<file path="src/rtl/ycbcr422_to_rgb.sv">
// 4:2:2 YCbCr to 8-bit RGB converter: pairs even/odd beats and issues both pixels through a 5-stage matrix pipeline.
// Optional YCBCR422_DROP_CNT_EN adds a saturating orphan-drop counter on o_drop_cnt.
module ycbcr422_to_rgb #(
  parameter int SCALE = 8,
  parameter int K_R   = 291,
  parameter int K_GB  = 101,
  parameter int K_GR  = 148,
  parameter int K_B   = 520
) (
  input  logic       clk,
  input  logic       rst_n,
  input  logic       i_valid,
  input  logic       i_sol,
  input  logic [7:0] i_y,
  input  logic [7:0] i_c,
  output logic       o_valid,
  output logic       o_sol,
  output logic [7:0] o_r,
  output logic [7:0] o_g,
  output logic [7:0] o_b,
  output logic       o_drop
`ifdef YCBCR422_DROP_CNT_EN
  ,
  output logic [15:0] o_drop_cnt
`endif
);

  typedef enum logic {PH_EVEN, PH_ODD} phase_e;
  typedef enum logic [1:0] {IS_IDLE, IS_PIX0, IS_PIX1} issue_e;

  localparam logic signed [18:0] KR_C  = 19'(K_R);
  localparam logic signed [18:0] KGB_C = 19'(K_GB);
  localparam logic signed [18:0] KGR_C = 19'(K_GR);
  localparam logic signed [18:0] KB_C  = 19'(K_B);
  localparam logic signed [19:0] RND_C = 20'sd1 <<< (SCALE - 1);

  // Even-beat hold and the completed pair; the pair stays stable while the next even beat lands.
  phase_e phase_q, phase_d;
  logic [7:0] y0_q, y0_d, cb_q, cb_d;
  logic       sol_q, sol_d;
  logic [7:0] py0_q, py0_d, py1_q, py1_d, pcb_q, pcb_d, pcr_q, pcr_d;
  logic       psol_q, psol_d;
  logic       drop_q, drop_d;

  issue_e     iss_q, iss_d;
  logic       iv_q, iv_d, isol_q, isol_d;
  logic [7:0] iy_q, iy_d, icb_q, icb_d, icr_q, icr_d;

  logic              s1_v_q, s1_v_d, s1_sol_q, s1_sol_d;
  logic [7:0]        s1_y_q, s1_y_d;
  logic signed [8:0] s1_dcb_q, s1_dcb_d, s1_dcr_q, s1_dcr_d;

  logic               s2_v_q, s2_v_d, s2_sol_q, s2_sol_d;
  logic [7:0]         s2_y_q, s2_y_d;
  logic signed [18:0] s2_pr_q, s2_pr_d, s2_pgb_q, s2_pgb_d;
  logic signed [18:0] s2_pgr_q, s2_pgr_d, s2_pb_q, s2_pb_d;

  logic               s3_v_q, s3_v_d, s3_sol_q, s3_sol_d;
  logic signed [19:0] s3_r_q, s3_r_d, s3_g_q, s3_g_d, s3_b_q, s3_b_d;
  logic signed [19:0] ybase, sum_r, sum_g, sum_b;

  logic       o_valid_q, o_valid_d, o_sol_q, o_sol_d;
  logic [7:0] o_r_q, o_r_d, o_g_q, o_g_d, o_b_q, o_b_d;
  logic       odd_beat;

`ifdef YCBCR422_DROP_CNT_EN
  logic [15:0] drop_cnt_q, drop_cnt_d;
`endif

  function automatic logic [7:0] clamp8(input logic signed [19:0] v);
    if (v < 0)            return 8'd0;
    else if (v > 20'sd255) return 8'd255;
    else                  return v[7:0];
  endfunction

  // NOTE: every signal assigned here gets a default first, so no path can infer a latch.
  always_comb begin
    phase_d  = phase_q;
    y0_d     = y0_q;
    cb_d     = cb_q;
    sol_d    = sol_q;
    py0_d    = py0_q;
    py1_d    = py1_q;
    pcb_d    = pcb_q;
    pcr_d    = pcr_q;
    psol_d   = psol_q;
    drop_d   = 1'b0;
    odd_beat = 1'b0;
    if (i_valid) begin
      unique case (phase_q)
        PH_EVEN: begin
          y0_d    = i_y;
          cb_d    = i_c;
          sol_d   = i_sol;
          phase_d = PH_ODD;
        end
        PH_ODD: begin
          if (i_sol) begin
            // A new line started before the pair closed: the held even beat is an orphan.
            drop_d = 1'b1;
            y0_d   = i_y;
            cb_d   = i_c;
            sol_d  = 1'b1;
          end else begin
            odd_beat = 1'b1;
            py0_d    = y0_q;
            pcb_d    = cb_q;
            psol_d   = sol_q;
            py1_d    = i_y;
            pcr_d    = i_c;
            phase_d  = PH_EVEN;
          end
        end
        default: phase_d = PH_EVEN;
      endcase
    end
  end

  always_comb begin
    iss_d  = odd_beat ? IS_PIX0 : ((iss_q == IS_PIX0) ? IS_PIX1 : IS_IDLE);
    iv_d   = (iss_q != IS_IDLE);
    isol_d = (iss_q == IS_PIX0) && psol_q;
    iy_d   = (iss_q == IS_PIX1) ? py1_q : py0_q;
    icb_d  = pcb_q;
    icr_d  = pcr_q;

    s1_v_d   = iv_q;
    s1_sol_d = isol_q;
    s1_y_d   = iy_q;
    s1_dcb_d = signed'({1'b0, icb_q}) - 9'sd128;
    s1_dcr_d = signed'({1'b0, icr_q}) - 9'sd128;

    s2_v_d   = s1_v_q;
    s2_sol_d = s1_sol_q;
    s2_y_d   = s1_y_q;
    s2_pr_d  = KR_C  * 19'(s1_dcr_q);
    s2_pgb_d = KGB_C * 19'(s1_dcb_q);
    s2_pgr_d = KGR_C * 19'(s1_dcr_q);
    s2_pb_d  = KB_C  * 19'(s1_dcb_q);

    ybase    = signed'(20'(s2_y_q)) <<< SCALE;
    sum_r    = ybase + 20'(s2_pr_q) + RND_C;
    sum_g    = ybase - 20'(s2_pgb_q) - 20'(s2_pgr_q) + RND_C;
    sum_b    = ybase + 20'(s2_pb_q) + RND_C;
    s3_v_d   = s2_v_q;
    s3_sol_d = s2_sol_q;
    s3_r_d   = sum_r >>> SCALE;
    s3_g_d   = sum_g >>> SCALE;
    s3_b_d   = sum_b >>> SCALE;

    // Colour outputs hold their last value between valid pixels.
    o_valid_d = s3_v_q;
    o_sol_d   = s3_v_q && s3_sol_q;
    o_r_d     = s3_v_q ? clamp8(s3_r_q) : o_r_q;
    o_g_d     = s3_v_q ? clamp8(s3_g_q) : o_g_q;
    o_b_d     = s3_v_q ? clamp8(s3_b_q) : o_b_q;
  end

`ifdef YCBCR422_DROP_CNT_EN
  always_comb begin
    drop_cnt_d = drop_cnt_q;
    if (drop_q && (drop_cnt_q != 16'hFFFF)) drop_cnt_d = drop_cnt_q + 16'd1;
  end

  always_ff @(posedge clk or negedge rst_n) begin
    if (!rst_n) drop_cnt_q <= '0;
    else        drop_cnt_q <= drop_cnt_d;
  end

  assign o_drop_cnt = drop_cnt_q;
`endif

  // NOTE: sequential state uses non-blocking assignments only, so all stages see pre-edge values.
  always_ff @(posedge clk or negedge rst_n) begin
    if (!rst_n) begin
      phase_q <= PH_EVEN;
      y0_q <= '0; cb_q <= '0; sol_q <= 1'b0;
      py0_q <= '0; py1_q <= '0; pcb_q <= '0; pcr_q <= '0; psol_q <= 1'b0;
      drop_q <= 1'b0;
      iss_q <= IS_IDLE;
      iv_q <= 1'b0; isol_q <= 1'b0; iy_q <= '0; icb_q <= '0; icr_q <= '0;
      s1_v_q <= 1'b0; s1_sol_q <= 1'b0; s1_y_q <= '0; s1_dcb_q <= '0; s1_dcr_q <= '0;
      s2_v_q <= 1'b0; s2_sol_q <= 1'b0; s2_y_q <= '0;
      s2_pr_q <= '0; s2_pgb_q <= '0; s2_pgr_q <= '0; s2_pb_q <= '0;
      s3_v_q <= 1'b0; s3_sol_q <= 1'b0; s3_r_q <= '0; s3_g_q <= '0; s3_b_q <= '0;
      o_valid_q <= 1'b0; o_sol_q <= 1'b0; o_r_q <= '0; o_g_q <= '0; o_b_q <= '0;
    end else begin
      phase_q <= phase_d;
      y0_q <= y0_d; cb_q <= cb_d; sol_q <= sol_d;
      py0_q <= py0_d; py1_q <= py1_d; pcb_q <= pcb_d; pcr_q <= pcr_d; psol_q <= psol_d;
      drop_q <= drop_d;
      iss_q <= iss_d;
      iv_q <= iv_d; isol_q <= isol_d; iy_q <= iy_d; icb_q <= icb_d; icr_q <= icr_d;
      s1_v_q <= s1_v_d; s1_sol_q <= s1_sol_d; s1_y_q <= s1_y_d;
      s1_dcb_q <= s1_dcb_d; s1_dcr_q <= s1_dcr_d;
      s2_v_q <= s2_v_d; s2_sol_q <= s2_sol_d; s2_y_q <= s2_y_d;
      s2_pr_q <= s2_pr_d; s2_pgb_q <= s2_pgb_d; s2_pgr_q <= s2_pgr_d; s2_pb_q <= s2_pb_d;
      s3_v_q <= s3_v_d; s3_sol_q <= s3_sol_d; s3_r_q <= s3_r_d; s3_g_q <= s3_g_d; s3_b_q <= s3_b_d;
      o_valid_q <= o_valid_d; o_sol_q <= o_sol_d; o_r_q <= o_r_d; o_g_q <= o_g_d; o_b_q <= o_b_d;
    end
  end

  assign o_valid = o_valid_q;
  assign o_sol   = o_sol_q;
  assign o_r     = o_r_q;
  assign o_g     = o_g_q;
  assign o_b     = o_b_q;
  assign o_drop  = drop_q;

endmodule

</file>
<file path="config.mk">
export PLATFORM = sky130hd
export DESIGN_NAME = ycbcr422_to_rgb
export DESIGN_NICKNAME = d
export VERILOG_FILES = /design/src/rtl/ycbcr422_to_rgb.sv
export SDC_FILE = /design/constraint.sdc
export NUM_CORES = 1
export LEC_CHECK = 0
export ABC_AREA = 1
export BUFFER_PORTS_ARGS = -buffer_cell sky130_fd_sc_hd__buf_2
export CAP_MARGIN = 20
export CORE_MARGIN = 4
export CORE_UTILIZATION = 40
export CTS_CLUSTER_SIZE = 16
export DETAILED_ROUTE_END_ITERATION = 16
export GPL_TIMING_DRIVEN = 0
export PLACE_DENSITY_LB_ADDON = 0.08
export RECOVER_POWER = 25
export SLEW_MARGIN = 20
export SYNTH_ARGS = -nofsm -noshare
export SYNTH_HDL_FRONTEND = slang
export SYNTH_SLANG_ARGS = --single-unit
</file>
<file path="constraint.sdc">
create_clock -name clk -period 4.8 [get_ports clk]
set_input_delay 0.24 -clock clk [delete_from_list [all_inputs] [get_ports clk]]
set_output_delay 0.24 -clock clk [all_outputs]
set_load 0.05 [all_outputs]
</file>
==> flow_metrics.tcl <==
set metrics [dict create \
    status "complete, but fails checks" \
    violations "max-capacitance violations, max-slew violations" \
    vias 9057 \
    post_cts_buffers 0 \
    wl_met2_um 12500 \
    postSynthCellCount 1417 \
    drc 0 \
    rsz0062_at_grt "false" \
    grt_pass1_vias 9097 \
    cp_slowest_cell "dfrtp_1" \
    grt_max_degree 100 \
    rows 66 \
    met3_length_um 729 \
    fp.dieH_um 190 \
    ys_types 39 \
    ys_seq_elements 237 \
    finalHoldViolCount 0 \
    wire_per_inst_um 13.8 \
    fp.dieW_um 190 \
    syn2layout_area_growth_pct 13.8 \
    synthTopCellsByArea "dfrtp_1 45%, ha_1 17%, nand2_1 10%" \
    fin_worst_skew_ns 0.00991 \
    track_usage_pct 15.6 \
    yosysTopAreaCell "dfrtp_1" \
    slowest_delay_ns 0.79 \
    fin_nets 1738 \
    path_max_fanout 14 \
    max_freq_mhz 262 \
    slew_headroom_pct -49.4 \
    clkTransAtPathRegs_ns 0.06 \
    synth-simple-area-share_pct 16.2 \
    crit_chain "ha_1 > fa_1 > inv_1 > fa_1 > inv_1 > fa_1 > inv_1 > ha_1 > nand2_1 > nor2_1 > nand4_1 > nand2_1 > nand2_1 > nand3_1 > nand2_1" \
    maxSlewViolCount 88 \
    setup-violations-final 0 \
    period_minus_slack_ns 3.81 \
    drive_gt1_share_pct 8.39 \
    synth_area_um2 13300 \
    dp_hpwl_um 21300 \
    cpMostUsedCell "nand2_1" \
    synth_fa_ha_area_share_pct 21.8 \
    core_um2 32700 \
    synth-xor-area-share_pct 3.69 \
    die-area_um2 36200 \
    cts_sinks 237 \
    tightestPinTransition_ns 2.24 \
    cts_max_path_buffers 3 \
    dr.pass1.iters 7 \
    postLayoutCoreUtil_pct 46.3 \
    timing.critical_path.buf_inv 3 \
    synth.net_count 1648 \
    finalWirelength_um 27200 \
    top_layer_used "met4" \
    place_ws_ns 1.00 \
    routabilityCongestion 0.891 \
    antenna_left 0 \
    cts_tree "done" \
    io_buffers 46 \
    met1_length_um 13300 \
    drv_cap 1 \
    finalSetupTns_ns 0 \
    worstSetupEndpointType "flip-flop" \
    required_ns 5.20 \
    min_period_over_period_pct 79.5 \
    critical_path_class "flip-flop to flip-flop" \
    yosysSeqAreaShare_pct 44.6 \
    diodes 0 \
    avgSynthCellArea_um2 9.39 \
    layout_setup_ws_ns 0.986 \
    yosysTopAreaCellShare_pct 44.6 \
    vias_per_cell 4.60 \
    synth_top_family_by_area "adder cells" \
    cp_data_arrival_time_ns 4.21 \
    grt_pass1_wl_um 46400 \
    hold_class "primary input to flip-flop" \
    cts_max_level 1 \
    io-pin-count 47 \
    cts_buffers 26 \
    clk_latency_ns 0.52 \
    cp-start-kind "flip-flop" \
    cp_top_family "adder cells" \
    cts_root_buf "clkbuf_16" \
    drtIter0Drc 455 \
    yosys_warnings 0 \
    synth_compound_area_share_pct 6.88 \
    antenna_found_initial 0 \
    overflow 0 \
    holdWs_ns 0.0247 \
    start_util_pct 40.7 \
    synth.area.mux_share_pct 0.677 \
]
-- per-stage QoR --
stage | cell area, um2 | cells
6_report | 15100 | 1968
5_1_grt | 15100 | 1968
4_1_cts | 15100 | 1968
3_5_place_dp | 14200 | 1907
3_3_place_gp | 14100 | 1905
2_1_floorplan | 13300 | 1417
-- area by class of cell --
| type | instances | area (um2) |
|---|---|---|
| clock inverters | 9 | 77.6 |
| plain buffers | 15 | 68.8 |
| multi-input cells | 963 | 6550 |
| inverters | 202 | 758 |
| flip-flops and latches | 237 | 5930 |
| well taps | 442 | 553 |
| repair buffers | 62 | 424 |
| fillers | 3213 | 17600 |
| clock buffers | 38 | 777 |
-- worst reg2reg max path, stage by stage (launching register included) --
cell	delay (ns)
dfrtp_1	0.79
ha_1	0.41
fa_1	0.52
inv_1	0.05
fa_1	0.42
inv_1	0.08
fa_1	0.40
inv_1	0.07
ha_1	0.19
nand2_1	0.12
nor2_1	0.15
nand4_1	0.15
nand2_1	0.13
nand2_1	0.07
nand3_1	0.07
nand2_1	0.08
-- cell usage after synthesis, drive strengths merged --
| library cell | count |
|---|---|
| nand2 | 369 |
| dfrtp | 237 |
| inv | 202 |
| ha | 176 |
| o21ai | 85 |
| nand3 | 63 |
| a21oi | 58 |
| nor2 | 58 |
| xor2 | 44 |
| fa | 35 |
| xnor2 | 12 |
| buf | 10 |
| mux2 | 8 |
| nand4 | 7 |
| nor3 | 6 |
| o21bai | 6 |
| a21o | 5 |
| clkbuf | 5 |
| nand3b | 5 |
| a21boi | 4 |
| a31oi | 4 |
| nor4 | 4 |
| and2 | 3 |
| o21a | 3 |
| or3 | 3 |
| o211ai | 2 |
| a211oi | 1 |
| and3 | 1 |
| o211a | 1 |
-- per-layer routing --
layer,up-vias,GRT usage (%)
met3,37,1.79
met2,104,25.6
li1,4727,-
met5,-,0
met4,0,3.65
met1,4189,22.2
-- cell usage in the layout, fill, tap and decap left out, drive strengths merged, types with 4 or more instances in the layout --
| cell | count |
|---|---|
| clkinv | 5 |
| buf | 56 |
| o21bai | 6 |
| nor2 | 58 |
| a21oi | 58 |
| nand3b | 5 |
| mux2 | 8 |
| dfrtp | 237 |
| a31oi | 4 |
| nand3 | 63 |
| a21o | 5 |
| xor2 | 44 |
| inv | 202 |
| o21ai | 85 |
| xnor2 | 12 |
| nor3 | 6 |
| dlygate4sd3 | 14 |
| nand2 | 369 |
| fa | 35 |
| nor4 | 4 |
| nand4 | 7 |
| a21boi | 4 |
| clkbuf | 45 |
| ha | 176 |
-- registers in the layout, summed over array words and instances, names as in the netlist, 12 cells and up --
signal	flops
s3_r_q	12
s2_pgb_q	17
s2_pgr_q	15
s2_pb_q	12
s3_g_q	12
s2_pr_q	13
s3_b_q	12
-- logic make-up (layout without fill, tap and decap cells) --
kind of cell               after synthesis  after routing
AOI/OAI and AO/OA                      169            169
DFF                                    237            237
xor gates and xnor gates                56             56
buffers and inverters                  217            326
muxes                                    8              8
and+or+nand+nor                        519            519
adders and majority gates              211            211
-- worst paths after layout --
path                                    end  slack (ns)        start  cells after the start
worst max-delay path            s2_pr_q[18]        0.99  s1_dcr_q[7]                     15
worst min-delay path               icr_d[5]        0.02       i_c[5]                      3
worst max register to register  s2_pr_q[18]        0.99  s1_dcr_q[7]                     15
worst min register to register    s2_y_q[3]        0.34    s1_y_q[3]                      0
max in group asynchronous          s2_sol_q        2.48        rst_n                      3
min in group asynchronous            o_g[1]        0.92        rst_n                      2
-- timing repair --
action	in CTS	in global routing
hold buffers	14	0
endpoints found under the hold margin	109	0
gates resized for setup	0	0
Power is left out: the tool's default activity adds up to more than one toggle a clock period on the data nets, which glitch-free logic cannot reach.
